$ cat config.mk
export PLATFORM = sky130hd
export DESIGN_NAME = fp_round_arbiter
export DESIGN_NICKNAME = d
export VERILOG_FILES = /design/src/rtl/dlf16_pkg.sv /design/src/rtl/fp_round_arbiter_rr.sv /design/src/rtl/fp_round_arbiter.sv
export SDC_FILE = /design/constraint.sdc
export NUM_CORES = 1
export LEC_CHECK = 0
export BUFFER_PORTS_ARGS = -buffer_cell sky130_fd_sc_hd__buf_2
export CAP_MARGIN = 5
export CORE_UTILIZATION = 47
export CTS_CLUSTER_DIAMETER = 100
export DETAILED_ROUTE_END_ITERATION = 12
export PLACE_DENSITY = 0.85
export SKIP_LAST_GASP = 1
export SLEW_MARGIN = 20
export SYNTH_ARGS = -nofsm -noshare
export SYNTH_HDL_FRONTEND = slang
export SYNTH_SLANG_ARGS = --single-unit
export TNS_END_PERCENT = 50
$ cat constraint.sdc
create_clock -name clk -period 6.3 [get_ports clk]
set_input_delay 1.89 -clock clk [delete_from_list [all_inputs] [get_ports clk]]
set_output_delay 1.89 -clock clk [all_outputs]
set_load 0.005 [all_outputs]
$ cat src/rtl/dlf16_pkg.sv
// dlf16_pkg: DLFloat16 pre-round word layout, rounding modes and mode check
package dlf16_pkg;
    localparam int EXP_W  = 6;
    localparam int MANT_W = 9;
    localparam int GRS_W  = 4;
    localparam int RM_W   = 3;
    localparam int RES_W  = 1 + EXP_W + MANT_W;
    localparam int PRE_W  = RES_W + GRS_W;

    localparam logic [RM_W-1:0] RM_RNE = 3'b000;
    localparam logic [RM_W-1:0] RM_RTZ = 3'b001;
    localparam logic [RM_W-1:0] RM_RUP = 3'b010;
    localparam logic [RM_W-1:0] RM_RDN = 3'b011;

    // sign at bit 19, exp 18:13, mant 12:4, guard/round/sticky bits 3:0
    typedef struct packed {
        logic              sign;
        logic [EXP_W-1:0]  exp;
        logic [MANT_W-1:0] mant;
        logic [GRS_W-1:0]  grs;
    } pre_word_t;

    function automatic logic rm_legal(input logic [RM_W-1:0] rm);
        return rm <= RM_RDN;
    endfunction
endpackage

$ cat src/rtl/fp_round_arbiter_rr.sv
// rr_arbiter: round-robin one-hot grant with a pointer that advances past each accepted winner
module rr_arbiter #(
    parameter int NREQ = 3,
    parameter int IDW  = $clog2(NREQ)
) (
    input  logic            clk,
    input  logic            rst,
    input  logic [NREQ-1:0] i_req,
    input  logic            i_advance,
    output logic [NREQ-1:0] o_grant,
    output logic [IDW-1:0]  o_idx
);
    logic [IDW-1:0] r_ptr;

    // lowest requester at or above ptr wins, otherwise the lowest requester overall
    always_comb begin
        o_idx = '0;
        for (int j = NREQ - 1; j >= 0; j--) if (i_req[j]) o_idx = IDW'(j);
        for (int j = NREQ - 1; j >= 0; j--) if (i_req[j] && IDW'(j) >= r_ptr) o_idx = IDW'(j);
        o_grant = (|i_req) ? (NREQ'(1) << o_idx) : '0;
    end

    // pointer moves to the slot after the winner only when the grant is taken
    always_ff @(posedge clk) begin
        if (rst) r_ptr <= '0;
        else if (i_advance) r_ptr <= (o_idx == IDW'(NREQ - 1)) ? '0 : o_idx + 1'b1;
    end
endmodule

$ cat src/rtl/fp_round_arbiter.sv
// fp_round_arbiter: shares one registered DLFloat16 rounding unit among NREQ producers with credit-gated result FIFO
module fp_round_arbiter
    import dlf16_pkg::*;
#(
    parameter int NREQ  = 3,
    parameter int DEPTH = 2,
    parameter int IDW   = $clog2(NREQ)
) (
    input  logic                  clk,
    input  logic                  rst,
    input  logic [NREQ-1:0]       req_valid,
    output logic [NREQ-1:0]       req_ready,
    input  logic [NREQ*PRE_W-1:0] req_data,
    input  logic [NREQ*RM_W-1:0]  req_rm,
    output logic [PRE_W-1:0]      ru_in1,
    output logic [RM_W-1:0]       ru_rm,
    input  logic [RES_W-1:0]      ru_out,
    output logic                  rsp_valid,
    input  logic                  rsp_ready,
    output logic [RES_W-1:0]      rsp_data,
    output logic [IDW-1:0]        rsp_id,
    output logic                  rsp_err
);
    localparam int CW = $clog2(DEPTH + 1);
    localparam int PW = (DEPTH > 1) ? $clog2(DEPTH) : 1;

    logic [NREQ-1:0]  w_grant;
    logic [IDW-1:0]   w_idx;
    logic             w_accept, w_pop, w_issue_ok, w_legal;
    pre_word_t        w_sel;
    logic [RM_W-1:0]  w_sel_rm;

    logic [PRE_W-1:0] r_last_in1;
    logic [RM_W-1:0]  r_last_rm;
    logic             r_inf_v, r_inf_err;
    logic [IDW-1:0]   r_inf_id;

    logic [RES_W-1:0] r_data [DEPTH];
    logic [IDW-1:0]   r_id   [DEPTH];
    logic             r_err  [DEPTH];
    logic [PW-1:0]    r_wr, r_rd;
    logic [CW-1:0]    r_count;

    rr_arbiter #(.NREQ(NREQ), .IDW(IDW)) u_rr (
        .clk       (clk),
        .rst       (rst),
        .i_req     (req_valid),
        .i_advance (w_accept),
        .o_grant   (w_grant),
        .o_idx     (w_idx)
    );

    // credit check counts FIFO entries plus the in-flight slot, with a same-cycle pop returning a credit
    always_comb begin
        rsp_valid  = r_count != '0;
        w_pop      = rsp_valid & rsp_ready;
        w_issue_ok = ({1'b0, r_count} + (CW+1)'(r_inf_v) - (CW+1)'(w_pop)) < (CW+1)'(DEPTH);
        req_ready  = w_grant & {NREQ{w_issue_ok & ~rst}};
        w_accept   = |req_ready;
        w_sel      = req_data[PRE_W*w_idx +: PRE_W];
        w_sel_rm   = req_rm[RM_W*w_idx +: RM_W];
        w_legal    = rm_legal(w_sel_rm);
        ru_in1     = w_accept ? w_sel : r_last_in1;
        ru_rm      = w_accept ? (w_legal ? w_sel_rm : RM_RNE) : r_last_rm;
        rsp_data   = rsp_valid ? r_data[r_rd] : '0;
        rsp_id     = rsp_valid ? r_id[r_rd] : '0;
        rsp_err    = rsp_valid ? r_err[r_rd] : 1'b0;
    end

    // issue hold registers and the one-deep tag stage matching the rounding unit latency
    always_ff @(posedge clk) begin
        if (rst) begin
            r_last_in1 <= '0;
            r_last_rm  <= '0;
            r_inf_v    <= 1'b0;
            r_inf_id   <= '0;
            r_inf_err  <= 1'b0;
        end else begin
            r_inf_v   <= w_accept;
            r_inf_id  <= w_idx;
            r_inf_err <= w_accept & ~w_legal;
            if (w_accept) begin
                r_last_in1 <= ru_in1;
                r_last_rm  <= ru_rm;
            end
        end
    end

    // result FIFO: capture ru_out with its tag one cycle after issue, drain from head on pop
    always_ff @(posedge clk) begin
        if (rst) begin
            r_wr    <= '0;
            r_rd    <= '0;
            r_count <= '0;
        end else begin
            assert (!r_inf_v || w_pop || r_count != CW'(DEPTH));
            if (r_inf_v) begin
                r_data[r_wr] <= ru_out;
                r_id[r_wr]   <= r_inf_id;
                r_err[r_wr]  <= r_inf_err;
                r_wr         <= (r_wr == PW'(DEPTH - 1)) ? '0 : r_wr + 1'b1;
            end
            if (w_pop) r_rd <= (r_rd == PW'(DEPTH - 1)) ? '0 : r_rd + 1'b1;
            r_count <= r_count + CW'(r_inf_v) - CW'(w_pop);
        end
    end
endmodule

==> results of run 1 <==
[Yosys cell counts (2+ instances only)]
library cell  number
buf_2              8
o21ai_1           14
mux2i_1           20
and2_1             3
and2b_1            6
nand2_1           22
o21ai_2           11
a222oi_1          21
xnor2_1            2
ha_1               2
inv_1              7
dfxtp_1           34
a21oi_1            4
buf_6              2
nor2b_1           20
clkbuf_1           7
nor2_1            27
nand3b_1           3
edfxtp_1          38
o21ai_0            2
[power by group]
part | total [uW] | internal [uW] | leakage (uW) | switching, uW
combinational | 725 | 346 | 0.00111 | 378
sequential | 637 | 585 | 0.000624 | 51.8
clock | 449 | 268 | 0.000126 | 180
[state kept, by name, summed over array words and instances (netlist names), named ones only]
| name | cells |
|---|---|
| r_inf_v | 1 |
| r_count | 2 |
| r_data | 32 |
| r_wr | 1 |
| r_last_rm | 3 |
| r_inf_id | 2 |
| r_err | 2 |
| r_id | 4 |
| r_last_in1 | 20 |
| u_rr.r_ptr | 2 |
| r_inf_err | 1 |
| r_rd | 1 |
[layout by cell type (no fill, tap or decap), drive strengths merged, types with 10 or more instances in the layout]
master | netlist | layout
dfxtp | 34 | 34
a222oi | 21 | 21
inv | 8 | 10
edfxtp | 38 | 38
nor2 | 27 | 27
nor2b | 21 | 21
o21ai | 27 | 27
buf | 11 | 146
mux2i | 20 | 20
nand2 | 22 | 22
[worst max path at each step]
stage / startpoint / to / slack, ns
6_report: rsp_ready / ru_rm[1] / 0.12
5_1_grt: rsp_ready / ru_rm[1] / -0.007
4_1_cts: rsp_ready / ru_in1[18] / 0.14
3_5_place_dp: rsp_ready / ru_in1[18] / 0.15
3_3_place_gp: rsp_ready / ru_rm[1] / 0.24
2_1_floorplan: rsp_ready / ru_rm[0] / 0.56
[timing repair]
item | 4_1_cts | 5_1_grt
hold endpoints to repair | 0 | 0
setup buffers | 0 | 4
gates resized for setup | 0 | 3
endpoints found under the setup margin | 0 | 6
[metal layers]
layer | wire, um | GRT usage (%)
met5 | 0 | 0
met4 | 127 | 8.783
met3 | 436 | 4.154
met2 | 3630 | 37.25
met1 | 2833 | 24.59
[final cells by class]
class | instances | area share [%]
Timing Repair Buffer | 146 | 18.33
Tap cell | 77 | 2.299
Inverter | 8 | 0.7164
Clock buffer | 9 | 2.955
Sequential cell | 72 | 43.46
Clock inverter | 7 | 3.045
Multi-Input combinational cell | 172 | 29.19
[worst max-delay path, delay by kind of cell]
kind                     cells  cell delay (ns)
adder cells (fa/ha/maj)      3             0.80
buffers and inverters        5             0.53
AO/OA/AOI/OAI                2             0.42
AND/OR/NAND/NOR              2             0.48
XOR/XNOR                     1             0.16
[cells by family (layout without fill, tap and decap cells)]
kind of cell | count (synthesis) | in the layout | share of synthesized area (%)
AO/OA/AOI/OAI | 57 | 57 | 14.37
XOR/XNOR | 3 | 3 | 0.8381
adder cells (fa/ha/maj) | 3 | 3 | 1.436
buffers and inverters | 26 | 170 | 3.911
flip-flops | 72 | 72 | 58.10
multiplexers | 21 | 21 | 6.744
AND/OR/NAND/NOR | 88 | 88 | 14.60
[metrics by stage]
stage	setup TNS, ns	total power (uW)	hold slack [ns]	area, um2	cells
finish	0	1811	0.4308	4192	491
global route	-0.006837	1928	0.4483	4192	491
CTS	0	1798	0.4358	4151	487
detailed placement	0	1346	0.4158	3900	471
global placement	0	1318	0.4071	3900	471
floorplan	0	1066	0.4037	3136	270
==> impl_metrics.json, run 1 <==
{
  "status": "complete, no violations",
  "netlist_area_mm2": 0.003136,
  "wl_per_cell_um": 14.31,
  "hold_start": "r_inf_id[0]",
  "slew_viol_final": 0,
  "fin_util_pct": 65.63,
  "grt_pass1_vias": 2502,
  "first_iter_violations": 138,
  "n_antenna_cell": 0,
  "cpPeakStageDelay_ns": 0.37,
  "cts_tree": "done",
  "synthFlopType": "edfxtp_1",
  "yosys.area.top_type_share_pct": 36.39,
  "slew_headroom_pct": 27.43,
  "place.gp.congestion": 0.8169,
  "p_per_area_mw_per_mm2": 431.9,
  "initial_core_util_pct": 49.10,
  "antenna_found_initial": 0,
  "avgViaCountPerCell": 5.253,
  "clk_pin_slew_worst_paths_ns": 0.08,
  "ant_nets": 0,
  "die_w_um": 83.68,
  "area_growth_pct": 33.68,
  "ys_seq_elements": 72,
  "clk_path_buf_depth": 2,
  "wirelength_um": 7027,
  "post-place-ws_ns": 0.1502,
  "num_rows": 29,
  "cts_hold_buffers": 0,
  "h-tree-depth": 3,
  "grt_overflow_total": 0,
  "r2r_end": "r_last_rm[1]",
  "grt_pass1_wl_um": 11470,
  "grt_start_max_net_pins": 45,
  "cp_slowest_cell": "fa_1",
  "fillers": 520,
  "synth_area_leaders": "edfxtp_1 (36%), dfxtp_1 (22%), a222oi_1 (6.7%)",
  "r2r_setup_slack_ns": 3.23,
  "nets": 503,
  "crit_required_ns": 4.41,
  "yosysTopAreaCell": "edfxtp_1",
  "cts_num_sinks": 72,
  "fin_skew_ns": 0.006709,
  "fin_ws_ns": 0.1249,
  "portBuffers": 136,
  "hpwl_um": 5092,
  "cts_buffers": 9,
  "drc": 0,
  "rr_worst_depth": 14,
  "setup_violations": 0,
  "arrival_ns": 4.29,
  "grt_util_all_layers_pct": 20.96,
  "hp-class": "reg -> reg",
  "tightest_slew_ns": 1.087,
  "root_buffer": "clkbuf_8",
  "endpoint_kind": "output port",
  "clock.fmax_mhz": 161.9,
  "synth_nets": 364,
  "ys_seq_area_share_pct": 58.10,
  "avgSynthCellArea_um2": 11.61,
  "min_to": "r_id[1][0]",
  "async_flop_share_pct": 0,
  "core_area_mm2": 0.006386,
  "path_cells": "buf_2, nor2b_2, ha_1, inv_1, ha_1, inv_1, fa_1, xor2_1, nor3b_2, o31ai_4, buf_12, a32o_2, buf_2",
  "synth_edf_count": 38,
  "ir_drop_uv": 253.2,
  "firstDrtPassIters": 6,
  "start_kind": "input pin",
  "multi_input_area_mm2": 0.001224,
  "seq_area_mm2": 0.001822,
  "ys_types": 37,
  "drv_cap": 0,
  "r2r-start": "r_count[1]",
  "period_share_pct": 98.02,
  "p_leak_uw": 0.001863,
  "clk_latency_ns": 0.34,
  "ys_warn_count": 0,
  "die-area_mm2": 0.007002,
  "critPathKind": "in -> out",
  "cp_max_fo": 44,
  "via_count": 2579,
  "hold-path-cell-count": 0,
  "postSynthCellCount": 270,
  "num_io_pins": 137,
  "drive_above_1_share_pct": 44.93,
  "post-route-min-period_ns": 6.175,
  "die_h_um": 83.68,
  "finalHoldViolCount": 0
}
(Power assumes the default switching activity.)
==> inputs of run 2 (changes only) <==
CORE_UTILIZATION = 43   (was 47)
PLACE_DENSITY = 0.82   (was 0.85)
clock period = 5.3 ns   (was 6.3 ns; I/O delays follow)
==> run 2 against run 1 <==
Effect of this change:
- the run now ends with setup timing left
- clock power increased by 16%
- critical path type unchanged
- largest cell class unchanged
- first-iteration DRC count down 14%
- sequential cell count is the same
- highest routed layer unchanged
- critical endpoint unchanged
==> impl_metrics.json, run 2 (synthesized netlist as in run 1, its figures left out) <==
{
  "status": "complete, but fails checks",
  "violations": "setup timing",
  "num_rows": 30,
  "portBuffers": 136,
  "cp.buffers_inverters": 5,
  "setup_violations": 4,
  "via_count": 2608,
  "cts_buffers": 9,
  "placedInstanceArea_mm2": 0.003974,
  "place.gp.congestion": 0.8575,
  "period_share_pct": 100.5,
  "post-place-ws_ns": -0.2119,
  "route.met3.wl_um": 527,
  "dr.max_layer_used": "met4",
  "arrival_ns": 3.73,
  "grt_overflow_total": 0,
  "cts_hold_buffers": 0,
  "grt_util_all_layers_pct": 19.98,
  "rsz0062_at_grt": "yes",
  "grt_pass1_wl_um": 11460,
  "cpPeakStageDelay_ns": 0.53,
  "met2WireLength_um": 3470,
  "grt_pass1_vias": 2489,
  "layout_common_cells": "buf_2 (135), edfxtp_1 (38), dfxtp_1 (34)",
  "cp_max_fo": 6,
  "post-route-min-period_ns": 5.324,
  "cp_slowest_cell": "fa_2",
  "p_per_area_mw_per_mm2": 518.1,
  "min_to": "r_id[0][1]",
  "ant_nets": 0,
  "crit_family": "adder cells",
  "clk_latency_ns": 0.35,
  "layout_commonest_cell": "buf_2",
  "reg.largest.list": "r_data: 32 flops, r_last_in1: 20 flops, r_id: 4 flops",
  "cts_num_sinks": 72,
  "ir_drop_uv": 210.1,
  "initial_core_util_pct": 45.40,
  "die_w_um": 87.39,
  "drv_cap": 0,
  "root_buffer": "clkbuf_8",
  "firstDrtPassIters": 5,
  "path_cells": "buf_6, nor2b_4, ha_4, inv_2, ha_4, inv_2, fa_2, nor3b_4, o31ai_4, buf_12, a21oi_2, a32o_2, buf_2",
  "core_area_mm2": 0.006907,
  "hpwl_um": 5392,
  "drc": 0,
  "critPathKind": "in -> out",
  "start_kind": "input pin",
  "endpoint_kind": "output port",
  "r2r_end": "r_last_in1[14]",
  "slew_viol_final": 0,
  "num_io_pins": 137,
  "hp-class": "reg -> reg",
  "fin_hold_ws_ns": 0.4328,
  "clk_path_buf_depth": 2,
  "hold-path-cell-count": 0,
  "nets": 507,
  "wirelength_um": 7240,
  "first_iter_violations": 119,
  "r2r_setup_slack_ns": 2.43,
  "drive_above_1_share_pct": 46.41,
  "drt-met1-wl_um": 3045,
  "fin_ws_ns": -0.02412,
  "p_leak_uw": 0.001894,
  "area_growth_pct": 37.59,
  "h-tree-depth": 3,
  "finalHoldViolCount": 0,
  "tns_ns": -0.04891,
  "tightest_slew_ns": 1.075,
  "hold_start": "r_inf_id[1]",
  "antenna_found_initial": 0,
  "largest_register_ffs": 32,
  "n_antenna_cell": 0,
  "clk_pin_slew_worst_paths_ns": 0.07,
  "wl_per_cell_um": 14.09,
  "rr_worst_depth": 14,
  "die_h_um": 87.39,
  "fin_skew_ns": 0.01180,
  "slew_headroom_pct": 28.22,
  "clock.fmax_mhz": 187.8,
  "stdcell_area_mm2": 0.004314,
  "crit_required_ns": 3.71,
  "avgViaCountPerCell": 5.074,
  "regMostFlops": "r_data",
  "grt_start_max_net_pins": 35,
  "die-area_mm2": 0.007637,
  "cts_tree": "done",
  "r2r-start": "r_count[1]"
}
run 2: changes by cell type in the layout (fill, tap and decap cells not counted), moves of 2 or more:
cell	change
ha_1	-2
buf_4	+2
inv_2	+2
ha_4	+2
inv_1	-2
run 2: how the worst max path moves through the flow:
| stage | startpoint | cells after the start | slack, ns | to |
|---|---|---|---|---|
| final | rsp_ready | 13 | -0.02 | ru_rm[1] |
| after global routing | rsp_ready | 13 | -0.12 | ru_rm[1] |
| after CTS | rsp_ready | 13 | -0.04 | ru_rm[1] |
| after detailed placement | rsp_ready | 14 | -0.21 | ru_rm[1] |
| after global placement | rsp_ready | 13 | -0.14 | ru_in1[4] |
| after floorplan | rsp_ready | 13 | 0.16 | ru_rm[0] |
run 2: area by class of cell:
type / count / area (um2)
sequential: 72 / 1822
tap: 96 / 120.1
timing repair buffer: 150 / 837.1
multi-input combinational: 172 / 1262
clock buffer: 9 / 123.9
clock inverter: 7 / 118.9
fill: 610 / 2592
inverter: 8 / 30.03
run 2: where the power goes:
part           switching, uW  internal, uW
Combinational            473           483
Sequential              62.3           696
Clock                    207           313
Total                    743          1490
run 2: per-layer routing:
layer,GRT usage (%),vias up
met5,0,-
met4,10.58,0
met3,3.886,20
met2,32.74,121
met1,24.94,1186
li1,-,1281
run 2: timing repair:
action                                  in CTS  in global routing
endpoints found under the setup margin      24                 24
cloned                                       1                  0
buffers inserted                             1                  1
gates resized for setup                     12                  1
pin swaps                                    4                  1
endpoints found under the hold margin        0                  0
run 2: stage by stage:
stage	util (%)	cells	total power, uW
6_report	62.46	514	2235
3_5_place_dp	57.54	495	1637
3_3_place_gp	57.54	495	1614
5_1_grt	62.46	514	2390
2_1_floorplan	-	270	1267
4_1_cts	62.30	513	2247
==> inputs of run 3 (changes only) <==
CORE_ASPECT_RATIO = 1.2   (was default)
==> run 3 against run 2 <==
Effect of this change:
- the run still ends with setup timing left
- critical path type unchanged
- power down 0.30%
- register-to-register slack worse by 0.10 ns
- wire length up 0.94%
- utilization up 0.36 points
- largest power group unchanged
- largest cell class unchanged
- die area about the same
- maximum frequency up 0.20%
==> impl_metrics.json, run 3 (synthesized netlist as in run 1, its figures left out) <==
{
  "setup_violations": 2,
  "num_io_pins": 137,
  "switchingPower_uw": 770.9,
  "first_iter_violations": 140,
  "drv_cap": 0,
  "nets": 517,
  "grt_pass1_wl_um": 11020,
  "die_h_um": 95.54,
  "cts_tree": "done",
  "avgViaCountPerCell": 5.194,
  "clk_path_buf_depth": 2,
  "fin_skew_ns": 0.007515,
  "ir_drop_uv": 259.0,
  "initial_core_util_pct": 45.20,
  "num_rows": 33,
  "wl_per_cell_um": 14.19,
  "pwr-share-seq_pct": 34.1,
  "post-route-min-period_ns": 5.314,
  "internal_power_uw": 1457,
  "core_area_mm2": 0.006937,
  "hpwl_um": 5203,
  "wirelength_um": 7308,
  "switching_share_pct": 34.60,
  "p_per_area_mw_per_mm2": 511.3,
  "antenna_found_initial": 0,
  "comb_power_share_pct": 46.2,
  "regMostFlops": "r_data",
  "cp_max_fo": 7,
  "tightest_slew_ns": 1.070,
  "status": "complete, but fails checks",
  "largest_register_ffs": 32,
  "layout_commonest_cell": "buf_2",
  "hp-class": "reg -> reg",
  "firstDrtPassIters": 5,
  "cts_num_sinks": 72,
  "fin_cells": 515,
  "ant_nets": 0,
  "crit_required_ns": 3.71,
  "p_leak_uw": 0.001928,
  "reg.largest.list": "r_data: 32 flops, r_last_in1: 20 flops, r_id: 4 flops",
  "grt_start_max_net_pins": 35,
  "root_buffer": "clkbuf_8",
  "drc": 0,
  "arrival_ns": 3.72,
  "fillers": 550,
  "rsz0062_at_grt": "yes",
  "layout_common_cells": "buf_2 (135), edfxtp_1 (38), dfxtp_1 (34)",
  "p_clk_share_pct": 19.7,
  "h-tree-depth": 3,
  "cts_hold_buffers": 0,
  "fin_util_pct": 62.82,
  "multi_input_area_mm2": 0.001291,
  "n_antenna_cell": 0,
  "violations": "setup timing",
  "grt_overflow_total": 0,
  "seq_area_mm2": 0.001822,
  "clk_pin_slew_worst_paths_ns": 0.08,
  "slew_headroom_pct": 28.57,
  "cts_buffers": 9,
  "clock.fmax_mhz": 188.2,
  "area_growth_pct": 38.99,
  "fin_ws_ns": -0.01352,
  "critPathKind": "in -> out",
  "start_kind": "input pin",
  "grt_util_all_layers_pct": 19.14,
  "drive_above_1_share_pct": 49.30,
  "endpoint_kind": "output port",
  "dp_cells": 489,
  "die-area_mm2": 0.007638,
  "via_count": 2675,
  "period_share_pct": 100.3,
  "slew_viol_final": 0,
  "portBuffers": 136,
  "place.gp.congestion": 0.8011,
  "clk_latency_ns": 0.33,
  "die_w_um": 79.95,
  "finalHoldViolCount": 0,
  "grt_pass1_vias": 2441
}
==> run 3: cell type report <==
class                           count  share of cell area (%)
Multi-Input combinational cell    173                   29.63
Timing Repair Buffer              159                   20.67
Clock buffer                       10                   3.158
Tap cell                           87                   2.498
Sequential cell                    72                   41.80
Clock inverter                      6                   1.550
Inverter                            8                  0.6891
==> run 3: path summary, 6_finish.rpt <==
| path | from | to | slack (ns) | cells past startpoint |
|---|---|---|---|---|
| max | rsp_ready | ru_rm[1] | -0.01 | 13 |
| min | r_inf_id[0] | r_id[0][0] | 0.44 | 0 |
| max reg2reg | r_count[1] | r_last_rm[1] | 2.33 | 15 |
| min reg2reg | r_inf_id[0] | r_id[0][0] | 0.44 | 0 |
==> run 3: power by group through the flow <==
stage | clock network [uW] | registers, uW | logic, uW
final | 438 | 760 | 1030
after global routing | 478 | 772 | 1140
after CTS | 449 | 761 | 946
after detailed placement | 0 | 771 | 855
after global placement | 0 | 765 | 837
after floorplan | 0 | 737 | 530
==> run 3: through the flow <==
| step | worst slack, ns | hold slack, ns | cell area, um2 | power, uW | setup TNS, ns |
|---|---|---|---|---|---|
| floorplan | 0.1598 | 0.4037 | 3136 | 1267 | 0 |
| global placement | -0.1590 | 0.4121 | 3960 | 1602 | -2.662 |
| detailed placement | -0.2600 | 0.4162 | 3960 | 1625 | -4.210 |
| CTS | 0.01782 | 0.4395 | 4270 | 2156 | 0 |
| global route | -0.08123 | 0.4584 | 4358 | 2389 | -1.188 |
| finish | -0.01352 | 0.4370 | 4358 | 2228 | -0.01631 |
==> run 3: worst max-delay path, stage by stage <==
cell and delay, ns:
buf_6 0.09, nor2b_4 0.13, ha_4 0.24, inv_2 0.06
ha_4 0.12, inv_2 0.03, fa_2 0.52, nor3b_2 0.15
buf_4 0.16, o31ai_4 0.14, buf_6 0.16, a32o_2 0.22
buf_2 0.13
==> run 3: metal layers <==
metal  wire length, um  vias to the layer above  GRT usage, %  part of all wire [%]
met5                 0                        -             0                     0
met2              3611                      143         32.62                    49
li1                  -                     1303             -                     -
met3               581                        7         4.211                   8.0
met4                68                        0         8.036                  0.93
met1              3046                     1222         23.28                    42
==> run 3: what timing repair did <==
action | 4_1_cts | 5_1_grt
pin swaps | 4 | 6
cloned | 1 | 2
resized for setup | 13 | 9
setup endpoints to repair | 24 | 23
buffers inserted | 5 | 2
